===== src/rtl/decoder_rr_arbiter.sv =====
// Round-robin arbiter driving the 2-to-4 decoder select path.
// One dead cycle between grants; hold time capped while others wait.
module decoder_rr_arbiter #(
   parameter int MAX_HOLD = 8
) (
   input  logic       clk,
   input  logic       rst_n,
   input  logic [3:0] req,
   output logic [1:0] gnt_idx,
   output logic       gnt_en,
   output logic [3:0] gnt,
   output logic       preempt
);

   localparam int HW = $clog2(MAX_HOLD + 1);
   localparam logic [HW-1:0] HMAX = HW'(MAX_HOLD);

   if (MAX_HOLD < 1) begin : g_bad_hold
      $error("MAX_HOLD must be >= 1");
   end

   typedef enum logic [1:0] {
      IDLE,
      GRANT,
      GAP
   } state_t;

   state_t        state, state_n;
   logic [1:0]    ptr, ptr_n;
   logic [HW-1:0] hold_cnt, hold_n;
   logic [1:0]    idx_n;
   logic          en_n;
   logic          pre_n;
   logic [3:0]    gnt_n;

   logic          sel_ok;
   logic [1:0]    sel_idx;
   logic [1:0]    cand;
   logic          others;

   // Scan from the far end so the lowest offset from ptr wins.
   always_comb begin
      sel_ok  = 1'b0;
      sel_idx = ptr;
      cand    = ptr;
      for (int i = 3; i >= 0; i--) begin
         cand = ptr + 2'(i);
         if (req[cand]) begin
            sel_ok  = 1'b1;
            sel_idx = cand;
         end
      end
   end

   assign others = |(req & ~gnt);

   always_comb begin
      state_n = state;
      ptr_n   = ptr;
      hold_n  = hold_cnt;
      idx_n   = gnt_idx;
      en_n    = gnt_en;
      pre_n   = 1'b0;
      case (state)
         IDLE, GAP: begin
            if (sel_ok) begin
               state_n = GRANT;
               idx_n   = sel_idx;
               en_n    = 1'b1;
               hold_n  = HW'(1);
            end else begin
               state_n = IDLE;
               en_n    = 1'b0;
            end
         end
         GRANT: begin
            if (!req[gnt_idx]) begin
               state_n = GAP;
               ptr_n   = gnt_idx + 2'd1;
               en_n    = 1'b0;
               hold_n  = '0;
            end else if (hold_cnt == HMAX && others) begin
               state_n = GAP;
               ptr_n   = gnt_idx + 2'd1;
               en_n    = 1'b0;
               hold_n  = '0;
               pre_n   = 1'b1;
            end else if (hold_cnt != HMAX) begin
               hold_n = hold_cnt + HW'(1);
            end
         end
         default: begin
            state_n = IDLE;
            en_n    = 1'b0;
         end
      endcase
      gnt_n = en_n ? (4'b0001 << idx_n) : 4'b0000;
   end

   always_ff @(posedge clk or negedge rst_n) begin
      if (!rst_n) begin
         state    <= IDLE;
         ptr      <= 2'd0;
         hold_cnt <= '0;
         gnt_idx  <= 2'd0;
         gnt_en   <= 1'b0;
         gnt      <= 4'b0000;
         preempt  <= 1'b0;
      end else begin
         state    <= state_n;
         ptr      <= ptr_n;
         hold_cnt <= hold_n;
         gnt_idx  <= idx_n;
         gnt_en   <= en_n;
         gnt      <= gnt_n;
         preempt  <= pre_n;
      end
   end

endmodule

===== config.mk =====
export PLATFORM = sky130hd
export DESIGN_NAME = decoder_rr_arbiter
export DESIGN_NICKNAME = d
export VERILOG_FILES = /design/src/rtl/decoder_rr_arbiter.sv
export SDC_FILE = /design/constraint.sdc
export NUM_CORES = 1
export LEC_CHECK = 0
export CAP_MARGIN = 25
export CORE_MARGIN = 2
export CORE_UTILIZATION = 59
export CTS_BUF_LIST = sky130_fd_sc_hd__clkbuf_8
export DETAILED_ROUTE_END_ITERATION = 12
export PLACE_DENSITY = 0.93
export RECOVER_POWER = 25
export SLEW_MARGIN = 20
export SYNTH_ARGS = -nofsm -noshare
export SYNTH_HDL_FRONTEND = slang
export SYNTH_SLANG_ARGS = --single-unit

===== constraint.sdc =====
create_clock -name clk -period 4.1 [get_ports clk]
set_input_delay 0.82 -clock clk [delete_from_list [all_inputs] [get_ports clk]]
set_output_delay 0.82 -clock clk [all_outputs]
set_load 0.01 [all_outputs]

==> flow_metrics.py <==
metrics = {
    "power": {
        "power_density_nw_per_um2": 697,
        "switching_share_pct": 40.3,
        "intPower_mw": 0.479,
        "seq_power_share_pct": 36.4,
        "combPwrFrac_pct": 49.2,
        "peakVddDrop_uv": 429,
        "power_frac_clock_pct": 14.5,
        "p_leak_nw": 0.484,
        "netSwitchingPower_mw": 0.323,
    },
    "sta": {
        "finalSetupTns_ps": 0,
        "whs_ps": 536,
        "finalCritPeriodShare_pct": 59.1,
        "fin_ws_ps": 1680,
        "final_max_slew_viol_count": 0,
        "layout_min_cycle_time_ps": 2420,
        "final-hold-violation-count": 0,
        "fin_skew_ps": 2.24,
        "finalSetupViolations": 0,
        "fmax_mhz": 413,
        "slew_headroom_pct": 52.6,
        "rsz0062_at_grt": "false",
        "tightest_slew_ps": 709,
    },
    "grt": {
        "grt_util_all_layers_pct": 24.5,
        "grt_max_degree": 17,
        "grt_pass1_vias": 757,
        "antenna_found_initial": 0,
        "grt_pass1_wl_um": 3450,
        "gr-total-overflow": 0,
    },
    "clock_tree": {
        "clk_latency_ps": 250,
        "root_buffer": "clkbuf_8",
        "cts_tree": "built",
        "cts_sinks": 16,
        "clk_pin_slew_worst_paths_ps": 60,
        "holdBufCountCts": 0,
        "numCtsBuffers": 3,
        "post_cts_buffers": 0,
        "clockBufferDepth": 2,
        "htree_levels": 1,
        "cts_resized": 0,
    },
    "layout": {
        "seqCellArea_um2": 400,
        "area_growth_pct": 18.4,
        "stdcell_count": 124,
        "multi_input_area_um2": 541,
        "antenna-diode-count": 0,
        "drive_gt1_share_pct": 15.7,
        "final_cell_mix": "dfrtp_1 (16), clkdlybuf4s50_1 (12), nor2_1 (8)",
        "fin_util_pct": 75.5,
        "fill_cells": 99,
        "layout_commonest_cell": "dfrtp_1",
        "nets": 118,
    },
    "drt": {
        "via_count": 793,
        "vias_per_cell": 6.40,
        "drc": 0,
        "drt-total-wl_um": 2040,
        "wl_per_cell_um": 16.4,
        "ant_nets": 0,
        "dr.pass1.iters": 4,
        "initialDrtViolationCount": 27,
    },
    "outcome": {
        "outcome": "completed",
    },
    "floorplanning": {
        "rows": 14,
        "initial_core_util_pct": 63.8,
        "die_w_um": 44.6,
        "die_area_um2": 1990,
        "die_h_um": 44.6,
        "core-area_um2": 1520,
        "pin_count": 14,
    },
    "synthesis": {
        "synth-seq-area-share_pct": 41.2,
        "synth-main-ff-cell": "dfrtp_1",
        "syn_inst": 94,
        "synth-edff-count": 0,
        "syn-cell-area_um2": 972,
        "synth.distinct_cells": 39,
        "yosysTopAreaCell": "dfrtp_1",
        "synth_top_area_share_pct": 41.2,
        "ys_ff_latch": 16,
        "syn_nets": 102,
        "ys_warn_count": 0,
        "synthArstFlopShare_pct": 100,
        "ys_top_cells_by_area": "dfrtp_1 (41%), nor2b_1 (3.9%), mux2i_1 (3.1%), nor2_1 (3.1%), o41ai_4 (2.8%)",
        "avgSynthCellArea_um2": 10.3,
    },
    "critical_path": {
        "cp_slowest_cell": "nor4_1",
        "cp_slowest_stage_delay_ps": 590,
        "criticalPathCategory": "in -> reg",
        "arrival_ps": 2600,
        "critPathCaptureType": "register",
        "critPathBufInv": 2,
        "critical_path.top_delay_family": "simple AND/OR/NAND/NOR gates",
        "critPathLaunchType": "primary input",
        "critPathRequiredTime_ps": 4270,
        "cp_max_fo": 7,
        "path_cells": "clkdlybuf4s50_1 > nor4_1 > or2_2 > o31a_1 > inv_1 > nor2_1",
    },
    "placed_design": {
        "placed_cells": 121,
        "dp_hpwl_um": 1550,
        "place_ws_ps": 1450,
        "io_buffers": 13,
        "gp_congestion": 0.854,
    },
    "flow_run": {
        "max_cap_viol_count": 0,
    },
    "worst_hold_path": {
        "holdCritPathClass": "reg -> reg",
    },
}
-- area by class of cell --
| cell class | count | share of cell area, % |
|---|---|---|
| clock buffers | 3 | 3.59 |
| inverters | 5 | 1.63 |
| multi-input cells | 71 | 47.0 |
| flip-flops and latches | 16 | 34.8 |
| well taps | 16 | 1.74 |
| repair buffers | 13 | 11.3 |
-- worst register-to-register path: stages, from the launching register on --
cell and delay, ps:
dfrtp_1 460, mux2i_1 370, or3b_1 430, o211ai_4 130
nand3b_1 160, a21oi_1 70
-- worst paths after layout --
kind / from / end / slack (ps) / cells after the start
max in group asynchronous: rst_n / hold_cnt[1]$_DFFE_PN0P_ / 2590 / 1
setup / recovery: req[1] / gnt[0]$_DFF_PN0_ / 1680 / 6
hold / removal: hold_cnt[2]$_DFFE_PN0P_ / hold_cnt[2]$_DFFE_PN0P_ / 540 / 1
min in group asynchronous: rst_n / state[1]$_DFFE_PN0P_ / 1070 / 1
hold reg to reg: hold_cnt[2]$_DFFE_PN0P_ / hold_cnt[2]$_DFFE_PN0P_ / 540 / 1
setup reg to reg: gnt_idx[1]$_DFF_PN0_ / hold_cnt[0]$_DFFE_PN0P_ / 2370 / 5
-- synth_stat cells, types with 2 or more instances --
cell type / number
nor2_1: 8
o21ai_0: 4
nand3_1: 2
nand2_1: 7
nor3b_1: 2
nor2b_1: 6
dfrtp_1: 16
ha_1: 2
nand2b_1: 2
nor4_1: 2
nor2_2: 2
and2b_2: 2
nand3b_1: 3
inv_1: 5
a21oi_1: 5
mux2i_1: 3
-- power groups by stage --
stage | clock network, mW | logic (mW) | registers [mW]
after detailed placement | 0 | 0.392 | 0.293
after floorplan | 0 | 0.285 | 0.276
after global placement | 0 | 0.377 | 0.289
after CTS | 0.117 | 0.395 | 0.291
final | 0.116 | 0.395 | 0.292
after global routing | 0.123 | 0.429 | 0.302
-- cells by family after synthesis --
group           count (synthesis)  share of synthesized area, %
simple gates                   44                          27.8
compound gates                 20                          20.1
flops                          16                          41.2
buf+inv                         7                          3.22
mux                             4                          4.25
fa+ha+maj                       2                          2.57
xor+xnor                        1                         0.901
-- sequential cells by signal, indices dropped and copies added, names as in the netlist --
signal    flops
hold_cnt      4
gnt           4
preempt       1
state         2
gnt_en        1
gnt_idx       2
ptr           2
-- per-layer routing --
layer	track usage, %	share of wire (%)
met5	0	0
met4	7.88	1.4
met3	4.49	4.5
met2	41.2	52
met1	31.7	42
-- through the flow --
| stage | power, mW | area (µm²) |
|---|---|---|
| floorplan | 0.561 | 972 |
| global placement | 0.666 | 1110 |
| detailed placement | 0.685 | 1110 |
| CTS | 0.803 | 1150 |
| global route | 0.854 | 1150 |
| finish | 0.802 | 1150 |
(Power assumes the default switching activity.)
